<file path="config.mk">
export PLATFORM = sky130hd
export DESIGN_NAME = sdram_write_buffer
export DESIGN_NICKNAME = d
export VERILOG_FILES = /design/src/rtl/sdram_write_buffer_pkg.sv /design/src/rtl/sdram_wbuf_fifo.sv /design/src/rtl/sdram_write_buffer.sv
export SDC_FILE = /design/constraint.sdc
export NUM_CORES = 1
export LEC_CHECK = 0
export CORE_MARGIN = 2
export CORE_UTILIZATION = 50
export CTS_CLUSTER_DIAMETER = 200
export DETAILED_ROUTE_END_ITERATION = 8
export GPL_ROUTABILITY_DRIVEN = 0
export PLACE_DENSITY = 0.74
export SLEW_MARGIN = 20
export SYNTH_ARGS = -nofsm -noshare
export SYNTH_HDL_FRONTEND = slang
export SYNTH_HIERARCHICAL = 1
export SYNTH_SLANG_ARGS = --single-unit
</file>
<file path="constraint.sdc">
create_clock -name clk -period 5.7 [get_ports clk]
set_input_delay 0.855 -clock clk [delete_from_list [all_inputs] [get_ports clk]]
set_output_delay 0.855 -clock clk [all_outputs]
set_load 0.05 [all_outputs]
</file>
<file path="src/rtl/sdram_write_buffer_pkg.sv">
// rtl/sdram_write_buffer_pkg.sv - shared drain FSM encoding and entry layout constants
package sdram_write_buffer_pkg;

   typedef enum logic [3:0] {
      ST_IDLE    = 4'b0001,
      ST_WRITE   = 4'b0010,
      ST_READ    = 4'b0100,
      ST_RELEASE = 4'b1000
   } drain_state_e;

   localparam logic [3:0] READ_MASK = 4'b1111;

   // Entry holds {address, data[31:0], nwr[3:0]}; the data + nwr part is fixed.
   localparam int ENTRY_PAYLOAD_W = 36;

   function automatic int entry_width(input int address_width);
      return address_width + ENTRY_PAYLOAD_W;
   endfunction

endpackage

</file>
<file path="src/rtl/sdram_wbuf_fifo.sv">
// rtl/sdram_wbuf_fifo.sv - posted-write FIFO storage with wrapping pointers and occupancy count
module sdram_wbuf_fifo #(
   parameter int WIDTH = 60,
   parameter int DEPTH = 4
) (
   input  logic             clk,
   input  logic             nreset,
   input  logic             push,
   input  logic             pop,
   input  logic [WIDTH-1:0] wdata,
   output logic [WIDTH-1:0] rdata,
   output logic             empty,
   output logic             full
);

   localparam int PTR_W = $clog2(DEPTH);
   localparam int CNT_W = PTR_W + 1;

   logic [WIDTH-1:0] mem_q [DEPTH];
   logic [PTR_W-1:0] wr_ptr_q, wr_ptr_d;
   logic [PTR_W-1:0] rd_ptr_q, rd_ptr_d;
   logic [CNT_W-1:0] count_q, count_d;
   logic             push_ok, pop_ok;

   assign empty = (count_q == '0);
   assign full  = (count_q == CNT_W'(DEPTH));
   assign rdata = mem_q[rd_ptr_q];

   always_comb begin
      pop_ok   = pop && !empty;
      // A full FIFO still accepts a push when the head leaves on the same edge.
      push_ok  = push && (!full || pop_ok);
      wr_ptr_d = wr_ptr_q;
      rd_ptr_d = rd_ptr_q;
      count_d  = count_q;
      if (push_ok) wr_ptr_d = wr_ptr_q + 1'b1;
      if (pop_ok)  rd_ptr_d = rd_ptr_q + 1'b1;
      case ({push_ok, pop_ok})
         2'b10:   count_d = count_q + 1'b1;
         2'b01:   count_d = count_q - 1'b1;
         default: count_d = count_q;
      endcase
   end

   always_ff @(posedge clk or negedge nreset) begin
      if (!nreset) begin
         wr_ptr_q <= '0;
         rd_ptr_q <= '0;
         count_q  <= '0;
      end else begin
         wr_ptr_q <= wr_ptr_d;
         rd_ptr_q <= rd_ptr_d;
         count_q  <= count_d;
      end
   end

   always_ff @(posedge clk) begin
      if (push_ok) mem_q[wr_ptr_q] <= wdata;
   end

endmodule

</file>
<file path="src/rtl/sdram_write_buffer.sv">
// rtl/sdram_write_buffer.sv - CPU-side posted-write buffer with drain FSM toward the SDRAM controller
module sdram_write_buffer
   import sdram_write_buffer_pkg::*;
#(
   parameter int ADDRESS_WIDTH = 24,
   parameter int DEPTH         = 4
) (
   input  logic                     clk,
   input  logic                     nreset,
   input  logic [ADDRESS_WIDTH-1:0] cpu_address,
   input  logic [31:0]              cpu_data_in,
   output logic [31:0]              cpu_data_out,
   input  logic                     cpu_req,
   input  logic [3:0]               cpu_nwr,
   output logic                     cpu_ack,
   output logic [ADDRESS_WIDTH-1:0] mem_address,
   output logic [31:0]              mem_data_out,
   input  logic [31:0]              mem_data_in,
   output logic                     mem_req,
   output logic [3:0]               mem_nwr,
   input  logic                     mem_ack,
   output logic                     fifo_empty,
   output logic                     fifo_full
);

   localparam int ENTRY_W = entry_width(ADDRESS_WIDTH);

   drain_state_e             state_q, state_d;
   logic                     cpu_ack_q, cpu_ack_d;
   logic [31:0]              cpu_data_out_q, cpu_data_out_d;
   logic                     mem_req_q, mem_req_d;
   logic [ADDRESS_WIDTH-1:0] mem_address_q, mem_address_d;
   logic [31:0]              mem_data_out_q, mem_data_out_d;
   logic [3:0]               mem_nwr_q, mem_nwr_d;

   logic                     new_req, is_write, push, pop, read_pending, read_done;
   logic [ENTRY_W-1:0]       head;

   sdram_wbuf_fifo #(
      .WIDTH (ENTRY_W),
      .DEPTH (DEPTH)
   ) u_fifo (
      .clk    (clk),
      .nreset (nreset),
      .push   (push),
      .pop    (pop),
      .wdata  ({cpu_address, cpu_data_in, cpu_nwr}),
      .rdata  (head),
      .empty  (fifo_empty),
      .full   (fifo_full)
   );

   always_comb begin
      new_req        = cpu_req && !cpu_ack_q;
      is_write       = (cpu_nwr != READ_MASK);
      pop            = (state_q == ST_WRITE) && mem_ack;
      push           = new_req && is_write && (!fifo_full || pop);
      read_pending   = new_req && !is_write;
      read_done      = 1'b0;
      state_d        = state_q;
      cpu_data_out_d = cpu_data_out_q;
      mem_req_d      = mem_req_q;
      mem_address_d  = mem_address_q;
      mem_data_out_d = mem_data_out_q;
      mem_nwr_d      = mem_nwr_q;
      case (state_q)
         ST_IDLE: begin
            // Posted writes drain before a waiting read so the read sees them.
            if (!fifo_empty) begin
               state_d        = ST_WRITE;
               mem_req_d      = 1'b1;
               mem_address_d  = head[ENTRY_W-1 -: ADDRESS_WIDTH];
               mem_data_out_d = head[35:4];
               mem_nwr_d      = head[3:0];
            end else if (read_pending) begin
               state_d       = ST_READ;
               mem_req_d     = 1'b1;
               mem_address_d = cpu_address;
               mem_nwr_d     = READ_MASK;
            end
         end
         ST_WRITE: begin
            if (mem_ack) begin
               state_d   = ST_RELEASE;
               mem_req_d = 1'b0;
            end
         end
         ST_READ: begin
            if (mem_ack) begin
               state_d        = ST_RELEASE;
               mem_req_d      = 1'b0;
               cpu_data_out_d = mem_data_in;
               read_done      = 1'b1;
            end
         end
         ST_RELEASE: begin
            if (!mem_ack) state_d = ST_IDLE;
         end
         default: begin
            state_d   = ST_IDLE;
            mem_req_d = 1'b0;
         end
      endcase
      cpu_ack_d = cpu_ack_q ? cpu_req : (push || read_done);
   end

   always_ff @(posedge clk or negedge nreset) begin
      if (!nreset) begin
         state_q        <= ST_IDLE;
         cpu_ack_q      <= 1'b0;
         cpu_data_out_q <= '0;
         mem_req_q      <= 1'b0;
         mem_address_q  <= '0;
         mem_data_out_q <= '0;
         mem_nwr_q      <= READ_MASK;
      end else begin
         state_q        <= state_d;
         cpu_ack_q      <= cpu_ack_d;
         cpu_data_out_q <= cpu_data_out_d;
         mem_req_q      <= mem_req_d;
         mem_address_q  <= mem_address_d;
         mem_data_out_q <= mem_data_out_d;
         mem_nwr_q      <= mem_nwr_d;
      end
   end

   assign cpu_ack      = cpu_ack_q;
   assign cpu_data_out = cpu_data_out_q;
   assign mem_req      = mem_req_q;
   assign mem_address  = mem_address_q;
   assign mem_data_out = mem_data_out_q;
   assign mem_nwr      = mem_nwr_q;

endmodule

</file>
==> Word level (Yosys, flattened, before mapping) <==
Memory sizes are Yosys's and may differ from the RTL's.
Index checks and enable logic that the tools add are counted.
W data, S select, Z words.
{ "totals": {"input_bits": 96, "wordCells": 70, "n_memories": 1, "ram_bits": 240, "register_bits": 105} }
{ "op_classes": {"add_sub_neg": 4, "n_eq_ne": 12, "n_bitwise": 2, "n_mux": 19, "reduce_logical": 22} }
{ "mem_list": {"columns": ["name", "words", "width", "rd", "rd_ports_with_merged_regs", "wr", "line", "text"], "rows": [
  ["u_fifo.mem_q", 4, 60, 1, 0, 1, "sdram_wbuf_fifo.sv:19", "logic [WIDTH-1:0] mem_q [DEPTH];"]
]} }
{ "op_table": {"columns": ["op", "n"], "rows": [
  ["$mux W24", 2],
  ["$mux W4", 6],
  ["$pmux W4 S3", 1],
  ["$mux W1", 8],
  ["$logic_and A1 B1 Y1", 7],
  ["$pmux W3 S2", 1],
  ["$reduce_and A2 Y1", 3],
  ["$reduce_and A3 Y1", 2],
  ["$add A2 B1 Y2 const B", 2],
  ["$eq A4 B1 Y1 const B", 1],
  ["$eq A4 B2 Y1 const B", 1],
  ["$eq A4 B3 Y1 const B", 1],
  ["$eq A4 B4 Y1 const B", 1],
  ["$logic_not A1 Y1", 4],
  ["$ne A2 B1 Y1 const B", 2],
  ["$ne A4 B4 Y1 const B", 1],
  ["$add A3 B1 Y3 const B", 1],
  ["$eq A3 B3 Y1 const B", 1],
  ["$logic_not A3 Y1", 1],
  ["$logic_or A1 B1 Y1", 3],
  ["$ne A3 B3 Y1 const B", 1],
  ["$pmux W1 S3", 1],
  ["$sub A3 B1 Y3 const B", 1],
  ["$eq A2 B1 Y1 const B", 1],
  ["other kinds (5)", 6]
]} }

==> Depth between registers and ports, before layout <==
Gate-level depths: netlist (run 1).
{ "logic_depth": {"word_depth": 7, "mapped_depth": 12} }

==> Modules after synthesis <==
Netlist (run 1), hierarchy kept.
{ "modules_own_cells": {"columns": ["module", "seq_area_each_um2", "n_inst", "area_each_um2", "cells_each"], "rows": [
  ["sdram_wbuf_fifo", 7382.1, 1, 9072.5, 352],
  ["sdram_write_buffer", 2458.6, 1, 4554.4, 340]
]} }

==> Worst setup path before layout (run 1) <==
Ideal clock, no wire load.
{ "synth_path": {"kind": "flip-flop to flip-flop", "from": "register u_fifo.count_q[0]", "to": "register mem_address_q[16], in the netlist mem_address[16]", "path_stages_with_launch": 7, "path_slack_ns": 2.631, "arrival_time_ns": 2.938, "n_path_buf": 2, "required_ns": 5.569, "setup_ns": 0.131, "period_less_slack_ns": 3.069, "cell_sequence": "dfrtp_1 -> nor3_1 -> inv_1 -> buf_2 -> clkbuf_1 -> a211oi_1 -> a211oi_1"} }
{ "synth_between": {"elab_chain_cells": 3} }
{ "synth_rtl": {"columns": ["item", "line", "text"], "rows": [
  ["start, declared", "sdram_wbuf_fifo.sv:22", "logic [CNT_W-1:0] count_q, count_d;"],
  ["start signal, assigned", "sdram_wbuf_fifo.sv:53", "count_q <= count_d;"],
  ["$logic_not A3 Y1 *", "sdram_wbuf_fifo.sv:25", "assign empty = (count_q == '0);"],
  ["named net fifo_empty", "sdram_write_buffer.sv:22", "output logic fifo_empty,"],
  ["$ne A2 B1 Y1 (no line)", null, null],
  ["$reduce_and A2 Y1 (no line)", null, null],
  ["end signal, assigned", "sdram_write_buffer.sv:121", "mem_address_q <= mem_address_d;"],
  ["end, declared", "sdram_write_buffer.sv:32", "logic [ADDRESS_WIDTH-1:0] mem_address_q, mem_address_d;"]
]} }
The timed path passes the listed nets; every way through them passes the cells marked *.
A chain may end at the register's enable or synchronous reset.

==> Final worst setup path (run 1) <==
{ "layout_path": {"from": "register u_fifo.count_q[0]", "to": "output port fifo_full"} }
{ "layout_between": {"elab_chain_cells": 1} }
{ "layout_rtl": {"columns": ["item", "line", "text"], "rows": [
  ["$eq A3 B3 Y1", "sdram_wbuf_fifo.sv:26", "assign full = (count_q == CNT_W'(DEPTH));"],
  ["end, declared", "sdram_write_buffer.sv:23", "output logic fifo_full"]
]} }
Every way passes these cells.

==> metrics.md, run 1 <==
| Metric | Value |
|---|---|
| Run status | `completed` |
| Cell area after synthesis | `13600 um^2` |
| Routed WL per cell | `22.6 um` |
| Final nets | `983` |
| Post-Synthesis Cells | `692` |
| Crit path capture type | `output pin` |
| Worst-path fanout max | `5` |
| Reg2reg path depth | `9` |
| Category of the critical setup timing path | `reg2out` |
| Relative contribution of the clock network to total power | `24.6%` |
| Vias in the first global route | `7462` |
| Reg2Reg Setup Slack | `2.84 ns` |
| First-pass GRT wire length | `43500 um` |
| Aggregate global-route resource usage | `20.0%` |
| Root Buffer Master | `clkbuf_16` |
| Commonest non-fill, non-tap cells in the layout | `240 x edfxtp_1, 190 x clkdlybuf4s50_1, 98 x dfrtp_1` |
| Main flop type after synthesis | `edfxtp_1` |
| Transition time at the pin with the least slew margin | `1.15 ns` |
| Biggest cell delay along the critical path | `0.83 ns` |
| Period utilisation layout | `55.8%` |
| Clock-pin transition on the worst setup and hold timing paths | `0.06 ns` |
| Worst hold path class | `in2async` |
| Net load switching power | `3.16 mW` |
| Total number of clock tree sinks | `345` |
| Avg Synthesized Cell Area | `19.7 um^2` |
| Number of nets produced by synthesis | `794` |
| Die Outline Area | `28600 um^2` |
| Synth Warn # | `6` |
| Total gr overflow | `0` |
| Post-detailed-route count of antenna-violating nets | `0` |
| # IOs | `192` |
| Sequential share of the synthesized area | `72.2%` |
| Antenna diode count | `0` |
| Max Clock Skew | `0.0155 ns` |
| Buffer depth of the longest clock path | `3` |
| Time the worst path needs with I/O delays and setup | `3.18 ns` |
| TritonCTS Buffers | `35` |
| Vertical extent of the die | `169 um` |
| Count of placed standard cells including taps | `1184` |
| Highest-utilization routing layer at the global route stage | `met2` |
| Final Util | `63.0%` |
| Cell-by-cell trace of the critical path | `or3b_1 -> inv_1 -> clkdlybuf4s50_1` |
| Area of the core | `26900 um^2` |
| PnR worst setup slack | `2.52 ns` |
| Met3 Resource Use GR | `3.20%` |
| Max-capacitance violation count | `0` |
| Count of TritonRoute iterations in the first routing pass | `5` |
| Required time reported for the critical path endpoint | `4.85 ns` |
| Largest net degree at the start of global routing | `66` |
| Met2 Usage GRT | `34.2%` |
| Unrepaired setup endpoints after global routing | `false` |
| Slowest cell on crit path | `clkdlybuf4s50_1` |
| Number of antenna violations at the first check in global routing | `0` |
| CTS resizes | `0` |
| Startpoint of the lowest-slack register-to-register path | `state_q[1]$_DFFE_PN0P_` |
| Fraction of final layout cells with drive strength greater than 1 | `23.5%` |
| Die extent in x | `169 um` |
| Max rail drop VDD | `0.383 mV` |
| Total of flip-flops plus latches after synthesis | `345` |
| Total Power | `9.10 mW` |
| Reg2reg end | `u_fifo/count_q[2]$_DFFE_PN0P_` |
| Net switching fraction of the power | `34.7%` |
| Max_slew headroom | `23.1%` |
| Hold violation total from the final report | `0` |
| Std cell rows | `60` |
| Total detailed-routing wirelength | `28200 um` |
| Final sum of negative setup slack | `0 ns` |
| Fill count | `1902` |
| Vias per inst | `5.81` |
| Distinct cells, synth | `53` |
| CTS tree | `built` |
| Power per Cell Area | `538 nW/um^2` |
| Non-Filler Instances | `1249` |
| Arrival time at the worst endpoint | `2.32 ns` |
| Latest clock arrival within the worst-skew pair | `0.52 ns` |
| Portion of total power attributed to combinational logic | `35.6%` |
| Post-detailed-route DRC marker count | `0` |
| Number of levels the H-tree was split into | `2` |
| Dpl ws | `2.19 ns` |
| Post-CTS Hold Fix Bufs | `0` |
| Number of max-slew violations in the final report | `0` |
| Global routing usage on met1 | `26.9%` |
| Sequential power share | `39.8%` |
| Most frequent standard cell in the layout excluding fill and tap cells | `edfxtp_1` |
| Proportion of synthesized flip-flops having asynchronous set or reset | `30.4%` |
| Standby leakage power | `5.99 nW` |
| Post-synth EDFFs | `240` |
| Initial DRC count | `544` |
| Count of input and output buffers | `191` |
| F_max | `315 MHz` |
| Kind of launch point of the worst setup path | `flop` |
| Total vias in the final route | `7261` |
| Detail Placement HPWL | `16700 um` |
| Effective utilization at floorplan | `50.7%` |
| Final setup vio count | `0` |
| Setup Buffers After CTS | `0` |
| Layout Area Growth over Synthesis | `24.2%` |
| Total internal power | `5.94 mW` |
state kept, by name (all words and copies together) (netlist names):
register and count:
u_fifo/rd_ptr_q 2, cpu_data_out 32, cpu_ack 1, mem_nwr 4
u_fifo/wr_ptr_q 2, mem_address 24, u_fifo/count_q 3, u_fifo/mem_q 240
state_q 4, mem_data_out 32, mem_req 1
cell type report:
class	instances	area, um^2	share of cell area (%)
Inverter	11	41.3	0.244
Clock buffer	40	926	5.47
Sequential cell	345	9850	58.2
Multi-Input combinational cell	289	3480	20.6
Tap cell	341	427	2.52
Clock inverter	24	215	1.27
Timing Repair Buffer	199	1990	11.8
power by group through the flow:
stage          Clock, mW  Combinational [mW]  Sequential [mW]
2_1_floorplan          0                1.78             4.20
4_1_cts             2.29                3.26             3.64
5_1_grt             2.39                3.41             3.70
3_3_place_gp           0                3.19             3.66
3_5_place_dp           0                3.25             3.68
6_report            2.24                3.24             3.63
critical path: cells and delay by family (launching register included):
| family | cells | cell delay [ns] |
|---|---|---|
| buf+inv | 2 | 0.95 |
| simple gates | 1 | 0.43 |
| flops | 1 | 0.43 |
worst max path at each step:
stage,start,depth (start not counted),to,slack [ns]
4_1_cts,u_fifo/count_q[0]$_DFFE_PN0P_,3,fifo_full,2.50
3_5_place_dp,cpu_req,6,u_fifo/mem_q[2][14]$_DFFE_PP_,2.19
5_1_grt,u_fifo/count_q[0]$_DFFE_PN0P_,3,fifo_full,2.46
2_1_floorplan,u_fifo/count_q[0]$_DFFE_PN0P_,6,mem_address[16]$_DFFE_PN0P_,2.63
6_report,u_fifo/count_q[0]$_DFFE_PN0P_,3,fifo_full,2.52
3_3_place_gp,cpu_req,6,u_fifo/mem_q[0][28]$_DFFE_PP_,2.24
metal layers:
metal,vias to the layer above,routed length (um)
met3,50,1530
met5,-,0
met1,3789,11500
met2,229,14500
met4,0,660
li1,3193,-
synth_stat cells (2+ instances only):
master / count / area [um^2]
and2_2: 4 / 30.0
a211oi_1: 48 / 360
or3b_2: 2 / 17.5
nor2_1: 24 / 90.1
ha_1: 5 / 62.6
o21a_1: 5 / 37.5
inv_1: 11 / 41.3
dfstp_2: 5 / 131
buf_4: 8 / 60.1
nand2b_1: 6 / 37.5
buf_6: 2 / 22.5
mux4_2: 60 / 1350
clkbuf_1: 19 / 71.3
mux2_4: 31 / 465
nand2_1: 3 / 11.3
xor2_1: 3 / 26.3
dfrtp_1: 100 / 2500
xnor2_1: 3 / 26.3
edfxtp_1: 240 / 7210
o32ai_1: 24 / 210
buf_12: 3 / 60.1
buf_2: 15 / 75.1
o32a_1: 5 / 50.1
nor4b_1: 3 / 26.3
mux2_2: 34 / 383
nor3_1: 2 / 10.0
cell families after synthesis:
logic type      count (synthesis)  synth area share, %
simple gates                   58                 2.63
xor+xnor                        6                0.386
fa+ha+maj                       6                0.606
compound gates                 93                 5.53
buf+inv                        58                 2.42
mux                           126                 16.2
flops                         345                 72.2
per-stage QoR:
stage / area [um^2] / hold slack (ns)
2_1_floorplan: 13600 / 0.476
3_3_place_gp: 15700 / 0.487
3_5_place_dp: 15800 / 0.492
4_1_cts: 16900 / 0.501
5_1_grt: 16900 / 0.513
6_report: 16900 / 0.465
No activity file was read; power rests on OpenSTA's default activity.
==> run 2, diff against run 1 <==
- clock period: 5.7 -> 3.1 ns (I/O delays scaled with it)
==> run 2 against run 1 <==
Effect of this change: clock skew increased by 0.0070 ns; setup slack got worse by 2.2 ns; die area unchanged; wire length increased by 0.54%; critical path depth unchanged; core utilization increased by 0.54 points; register-to-register slack got worse by 2.4 ns; non-clock buffer count increased by 21; combinational power increased by 93%; critical endpoint unchanged; highest routed layer unchanged.
==> metrics.md, run 2 (same netlist as run 1, synthesis figures left out) <==
| Metric | Value |
|---|---|
| Routed WL per cell | `22.3 um` |
| Crit path capture type | `output pin` |
| Total gr overflow | `0` |
| Commonest non-fill, non-tap cells in the layout | `240 x edfxtp_1, 189 x clkdlybuf4s50_1, 98 x dfrtp_1` |
| Max rail drop VDD | `0.592 mV` |
| Category of the critical setup timing path | `reg2out` |
| Post-detailed-route count of antenna-violating nets | `0` |
| Detail Placement HPWL | `17900 um` |
| Setup Buffers After CTS | `0` |
| Initial DRC count | `476` |
| Std cell rows | `60` |
| Fraction of final layout cells with drive strength greater than 1 | `24.6%` |
| Number of antenna violations at the first check in global routing | `0` |
| Count of placed standard cells including taps | `1205` |
| Buffer depth of the longest clock path | `3` |
| Register with the highest flop count | `u_fifo/mem_q` |
| Transition time at the pin with the least slew margin | `0.861 ns` |
| Vertical extent of the die | `169 um` |
| TritonCTS Buffers | `36` |
| First-pass GRT wire length | `44200 um` |
| Total Power | `16.6 mW` |
| Max_slew headroom | `42.5%` |
| CTS resizes | `0` |
| Non-Filler Instances | `1271` |
| Final Util | `63.5%` |
| Largest net degree at the start of global routing | `42` |
| Fill count | `1928` |
| Total number of clock tree sinks | `345` |
| Hold violation total from the final report | `0` |
| Latest clock arrival within the worst-skew pair | `0.51 ns` |
| Reg2Reg Setup Slack | `0.44 ns` |
| Final setup vio count | `0` |
| Number of levels the H-tree was split into | `2` |
| Power per Cell Area | `975 nW/um^2` |
| Reg2reg end | `u_fifo/count_q[2]$_DFFE_PN0P_` |
| Required time reported for the critical path endpoint | `2.63 ns` |
| Clock-pin transition on the worst setup and hold timing paths | `0.06 ns` |
| Root Buffer Master | `clkbuf_16` |
| Run status | `completed` |
| Post-CTS Hold Fix Bufs | `1` |
| Total detailed-routing wirelength | `28300 um` |
| Standby leakage power | `6.08 nW` |
| Max-capacitance violation count | `0` |
| Kind of launch point of the worst setup path | `flop` |
| F_max | `361 MHz` |
| Arrival time at the worst endpoint | `2.31 ns` |
| Area of the core | `26900 um^2` |
| Post-detailed-route DRC marker count | `0` |
| Period utilisation layout | `89.4%` |
| Vias in the first global route | `7517` |
| Time the worst path needs with I/O delays and setup | `2.77 ns` |
| # IOs | `192` |
| Die Outline Area | `28600 um^2` |
| Total vias in the final route | `7323` |
| Final sum of negative setup slack | `0 ns` |
| Unrepaired setup endpoints after global routing | `false` |
| Max Clock Skew | `0.0225 ns` |
| Final nets | `1005` |
| Effective utilization at floorplan | `50.7%` |
| Worst hold path class | `in2async` |
| Number of max-slew violations in the final report | `0` |
| Startpoint of the lowest-slack register-to-register path | `u_fifo/count_q[0]$_DFFE_PN0P_` |
| Count of TritonRoute iterations in the first routing pass | `5` |
| Vias per inst | `5.76` |
| Aggregate global-route resource usage | `20.3%` |
| Die extent in x | `169 um` |
| Antenna diode count | `0` |
| Most frequent standard cell in the layout excluding fill and tap cells | `edfxtp_1` |
| Max FFs per register | `240` |
| Reg2reg path depth | `12` |
| CTS tree | `built` |
| Worst-path fanout max | `5` |
| Count of input and output buffers | `191` |
| Layout Area Growth over Synthesis | `25.3%` |
-- run 2: cell count changes in the layout (fill, tap and decap cells not counted), moves of 2 or more --
cell,delta
buf_12,+7
clkinv_4,-2
bufinv_16,-3
buf_4,+15
clkbuf_1,+8
clkinv_1,-2
clkbuf_8,+2
-- run 2: power by group --
| group | switching (mW) | internal, mW |
|---|---|---|
| clock network | 1.69 | 2.23 |
| logic | 3.47 | 2.76 |
| registers | 0.647 | 5.85 |
| total | 5.81 | 10.8 |
-- run 2: how the worst max path moves through the flow --
stage	slack, ns	cells past startpoint	from	to
floorplan	0.03	6	u_fifo/count_q[0]$_DFFE_PN0P_	mem_address[16]$_DFFE_PN0P_
global placement	0.29	11	cpu_nwr[2]	u_fifo/count_q[2]$_DFFE_PN0P_
detailed placement	0.26	11	cpu_nwr[2]	u_fifo/count_q[2]$_DFFE_PN0P_
CTS	0.30	3	u_fifo/count_q[0]$_DFFE_PN0P_	fifo_full
global route	0.24	3	u_fifo/count_q[0]$_DFFE_PN0P_	fifo_full
finish	0.33	3	u_fifo/count_q[0]$_DFFE_PN0P_	fifo_full
-- run 2: cell type report --
type | instances | area [um^2] | share of cell area (%)
clock buffer | 50 | 983 | 5.76
clock inverter | 15 | 87.6 | 0.513
inverter | 11 | 41.3 | 0.242
multi-input combinational | 289 | 3470 | 20.3
sequential | 345 | 9850 | 57.7
tap | 341 | 427 | 2.50
timing repair buffer | 220 | 2210 | 13.0
-- run 2: routing by layer --
| metal | GRT usage, % | wire, um | share of wire (%) | up-vias |
|---|---|---|---|---|
| met5 | 0 | 0 | 0 | - |
| met4 | 5.50 | 541 | 1.9 | 0 |
| met3 | 3.58 | 1380 | 4.9 | 50 |
| met2 | 34.2 | 14700 | 52 | 218 |
| met1 | 27.6 | 11800 | 41 | 3825 |
| li1 | - | - | - | 3230 |
-- run 2: critical path: stages (launching register included) --
cell and delay (ns):
dfrtp_1 0.42, or3b_1 0.43, inv_1 0.10, clkdlybuf4s50_1 0.84
-- run 2: through the flow --
| step | hold slack [ns] | cell area (um^2) | setup WS, ns |
|---|---|---|---|
| 3_5_place_dp | 0.450 | 16000 | 0.256 |
| 2_1_floorplan | 0.169 | 13600 | 0.0313 |
| 4_1_cts | 0.456 | 17100 | 0.301 |
| 5_1_grt | 0.498 | 17100 | 0.238 |
| 3_3_place_gp | 0.448 | 16000 | 0.292 |
| 6_report | 0.455 | 17100 | 0.329 |
==> run 3, diff against run 2 <==
- CORE_MARGIN: 2 -> 1.5
- SYNTH_HIERARCHICAL: 1 -> unset
==> run 3 against run 2 <==
Effect of this change: clock-buffer cell count decreased by 3; worst hold slack got worse by 0.36 ns; via count fell by 6.9%; clock power increased by 2%; wire length decreased by 3.7%; non-clock buffer count shrank 6; synthesized area shrank 4.6%; core utilization is 2.3 points higher; first-iteration DRC count decreased by 17%; design area decreased by 2.3%; die area shrank 5.6%; setup slack worse by 0.037 ns; largest cell class unchanged.
==> metrics.md, run 3 <==
| Metric | Value |
|---|---|
| Most frequent standard cell in the layout excluding fill and tap cells | `edfxtp_1` |
| Period utilisation layout | `90.6%` |
| Die Outline Area | `27000 um^2` |
| Post-Synthesis Cells | `620` |
| Number of antenna violations at the first check in global routing | `0` |
| Die extent in x | `164 um` |
| Distinct cells, synth | `44` |
| First-pass GRT wire length | `42400 um` |
| Area of the core | `25300 um^2` |
| Total detailed-routing wirelength | `27300 um` |
| Worst-path fanout max | `8` |
| Number of nets produced by synthesis | `722` |
| Hold violation total from the final report | `0` |
| Clock-pin transition on the worst setup and hold timing paths | `0.06 ns` |
| F_max | `356 MHz` |
| Fraction of final layout cells with drive strength greater than 1 | `25.0%` |
| Transition time at the pin with the least slew margin | `0.975 ns` |
| Initial DRC count | `394` |
| Latest clock arrival within the worst-skew pair | `0.51 ns` |
| Std cell rows | `58` |
| Total number of clock tree sinks | `345` |
| Share of the synthesized area in the top cell type | `55.4%` |
| Arrival time at the worst endpoint | `2.34 ns` |
| CTS resizes | `0` |
| Commonest non-fill, non-tap cells in the layout | `240 x edfxtp_1, 190 x clkdlybuf4s50_1, 98 x dfrtp_1` |
| Vertical extent of the die | `164 um` |
| Worst hold path class | `in2async` |
| Final sum of negative setup slack | `0 ns` |
| Vias in the first global route | `7398` |
| Standby leakage power | `5.85 nW` |
| Count of TritonRoute iterations in the first routing pass | `5` |
| Max-capacitance violation count | `0` |
| Root Buffer Master | `clkbuf_16` |
| Synth Warn # | `0` |
| Met3 Resource Use GR | `3.71%` |
| Highest-utilization routing layer at the global route stage | `met2` |
| Number of max-slew violations in the final report | `0` |
| Total Power | `16.5 mW` |
| Required time reported for the critical path endpoint | `2.63 ns` |
| Main flop type after synthesis | `edfxtp_1` |
| Main area contributors after synthesis | `edfxtp_1 55%, dfrtp_1 19%, mux4_2 10%` |
| Final setup vio count | `0` |
| Total of flip-flops plus latches after synthesis | `345` |
| Total gr overflow | `0` |
| Kind of launch point of the worst setup path | `flop` |
| Run status | `completed` |
| # IOs | `192` |
| Antenna diode count | `0` |
| Most common library cells after synthesis | `240 x edfxtp_1, 100 x dfrtp_1, 64 x mux2_2` |
| Top cell type by total area after synthesis | `edfxtp_1` |
| Detail Placement HPWL | `17600 um` |
| Vias per inst | `5.70` |
| Unrepaired setup endpoints after global routing | `false` |
| Post-synth EDFFs | `240` |
| Proportion of synthesized flip-flops having asynchronous set or reset | `30.4%` |
| Final nets | `943` |
| Largest net degree at the start of global routing | `67` |
| Count of input and output buffers | `191` |
| Category of the critical setup timing path | `reg2out` |
| Max Clock Skew | `0.0163 ns` |
| Time the worst path needs with I/O delays and setup | `2.81 ns` |
| Global routing usage on met1 | `27.2%` |
| CTS tree | `built` |
| Post-detailed-route count of antenna-violating nets | `0` |
| Met2 Usage GRT | `36.8%` |
| Layout Area Growth over Synthesis | `28.3%` |
| Avg Synthesized Cell Area | `21.0 um^2` |
| Effective utilization at floorplan | `51.4%` |
| Total vias in the final route | `6820` |
| Number of levels the H-tree was split into | `2` |
| Aggregate global-route resource usage | `21.1%` |
| Crit path capture type | `output pin` |
| Max_slew headroom | `35.0%` |
| Routed WL per cell | `22.8 um` |
| TritonCTS Buffers | `36` |
| Max rail drop VDD | `0.772 mV` |
| Sequential share of the synthesized area | `75.7%` |
| Cell area after synthesis | `13000 um^2` |
| Most common cell in the synthesized netlist | `edfxtp_1` |
| Post-detailed-route DRC marker count | `0` |
| Power per Cell Area | `991 nW/um^2` |
| Post-CTS Hold Fix Bufs | `0` |
| Setup Buffers After CTS | `0` |
| Max FFs per register | `240` |
| Register with the highest flop count | `u_fifo.mem_q` |
| Buffer depth of the longest clock path | `3` |
run 3: changes by cell type in the layout (fill, tap and decap cells not counted), sizes merged, moves of 3 or more:
cell / delta
o21a: -5
nor2: -19
buf: -6
nor4b: -3
clkbuf: -3
o32a: -5
o22a: +52
o32ai: -24
nand2b: -3
a211oi: -48
or3b: -3
run 3: metrics by stage:
step	instance area (um^2)	instances	util [%]	setup WS, ns	hold WS (ns)
after floorplan	13000	620	-	0.493	0.169
after global placement	15600	1133	61.5	0.313	0.485
after detailed placement	15600	1133	61.5	0.218	0.494
after CTS	16700	1197	65.9	0.278	0.128
after global routing	16700	1197	65.9	0.219	0.153
final	16700	1197	65.9	0.293	0.0949
run 3: final timing paths:
| path | depth (start not counted) | endpoint | slack [ns] | startpoint |
|---|---|---|---|---|
| hold / removal | 1 | mem_data_out[11]$_DFFE_PN0P_ | 0.09 | nreset |
| max in group asynchronous | 2 | cpu_data_out[24]$_DFFE_PN0P_ | 2.23 | nreset |
| setup reg to reg | 6 | u_fifo.mem_q[3][44]$_DFFE_PP_ | 0.69 | state_q[1]$_DFFE_PN0P_ |
| min in group clk | 1 | mem_req$_DFFE_PN0P_ | 0.49 | mem_req$_DFFE_PN0P_ |
| hold reg to reg | 1 | mem_req$_DFFE_PN0P_ | 0.49 | mem_req$_DFFE_PN0P_ |
| setup / recovery | 2 | fifo_empty | 0.29 | u_fifo.count_q[1]$_DFFE_PN0P_ |
run 3: kinds of logic (layout without fill, tap and decap cells):
kind of cell	count (synthesis)	in the layout	share of synthesized area, %
buffers and inverters	40	287	1.41
AOI/OAI and AO/OA	65	65	4.22
and+or+nand+nor	31	31	1.50
DFF	345	345	75.7
muxes	126	126	16.1
xor gates and xnor gates	7	7	0.471
adders and majority gates	6	6	0.635
run 3: layer usage:
layer  wire, um  part of all wire (%)
met1      11000                    40
met2      14300                    52
met3       1570                   5.8
met4        443                   1.6
met5          0                     0
run 3: worst max-delay path: stages, from the launching register on:
cell and delay [ns]:
dfrtp_1 0.44, nor3_4 0.50, clkdlybuf4s50_1 0.91
run 3: final cells by class:
class                   instances  area, um^2
clock buffers                  47         963
clock inverters                17         138
fillers                      1630        8650
inverters                       9        33.8
multi-input cells             235        3020
flip-flops and latches        345        9850
well taps                     330         413
repair buffers                214        2270
run 3: report_power, final:
group	internal [mW]	total (mW)	leakage (nW)	switching (mW)
Combinational	2.66	5.97	1.89	3.31
Clock	2.36	4.01	0.536	1.65
Sequential	5.90	6.54	3.43	0.641
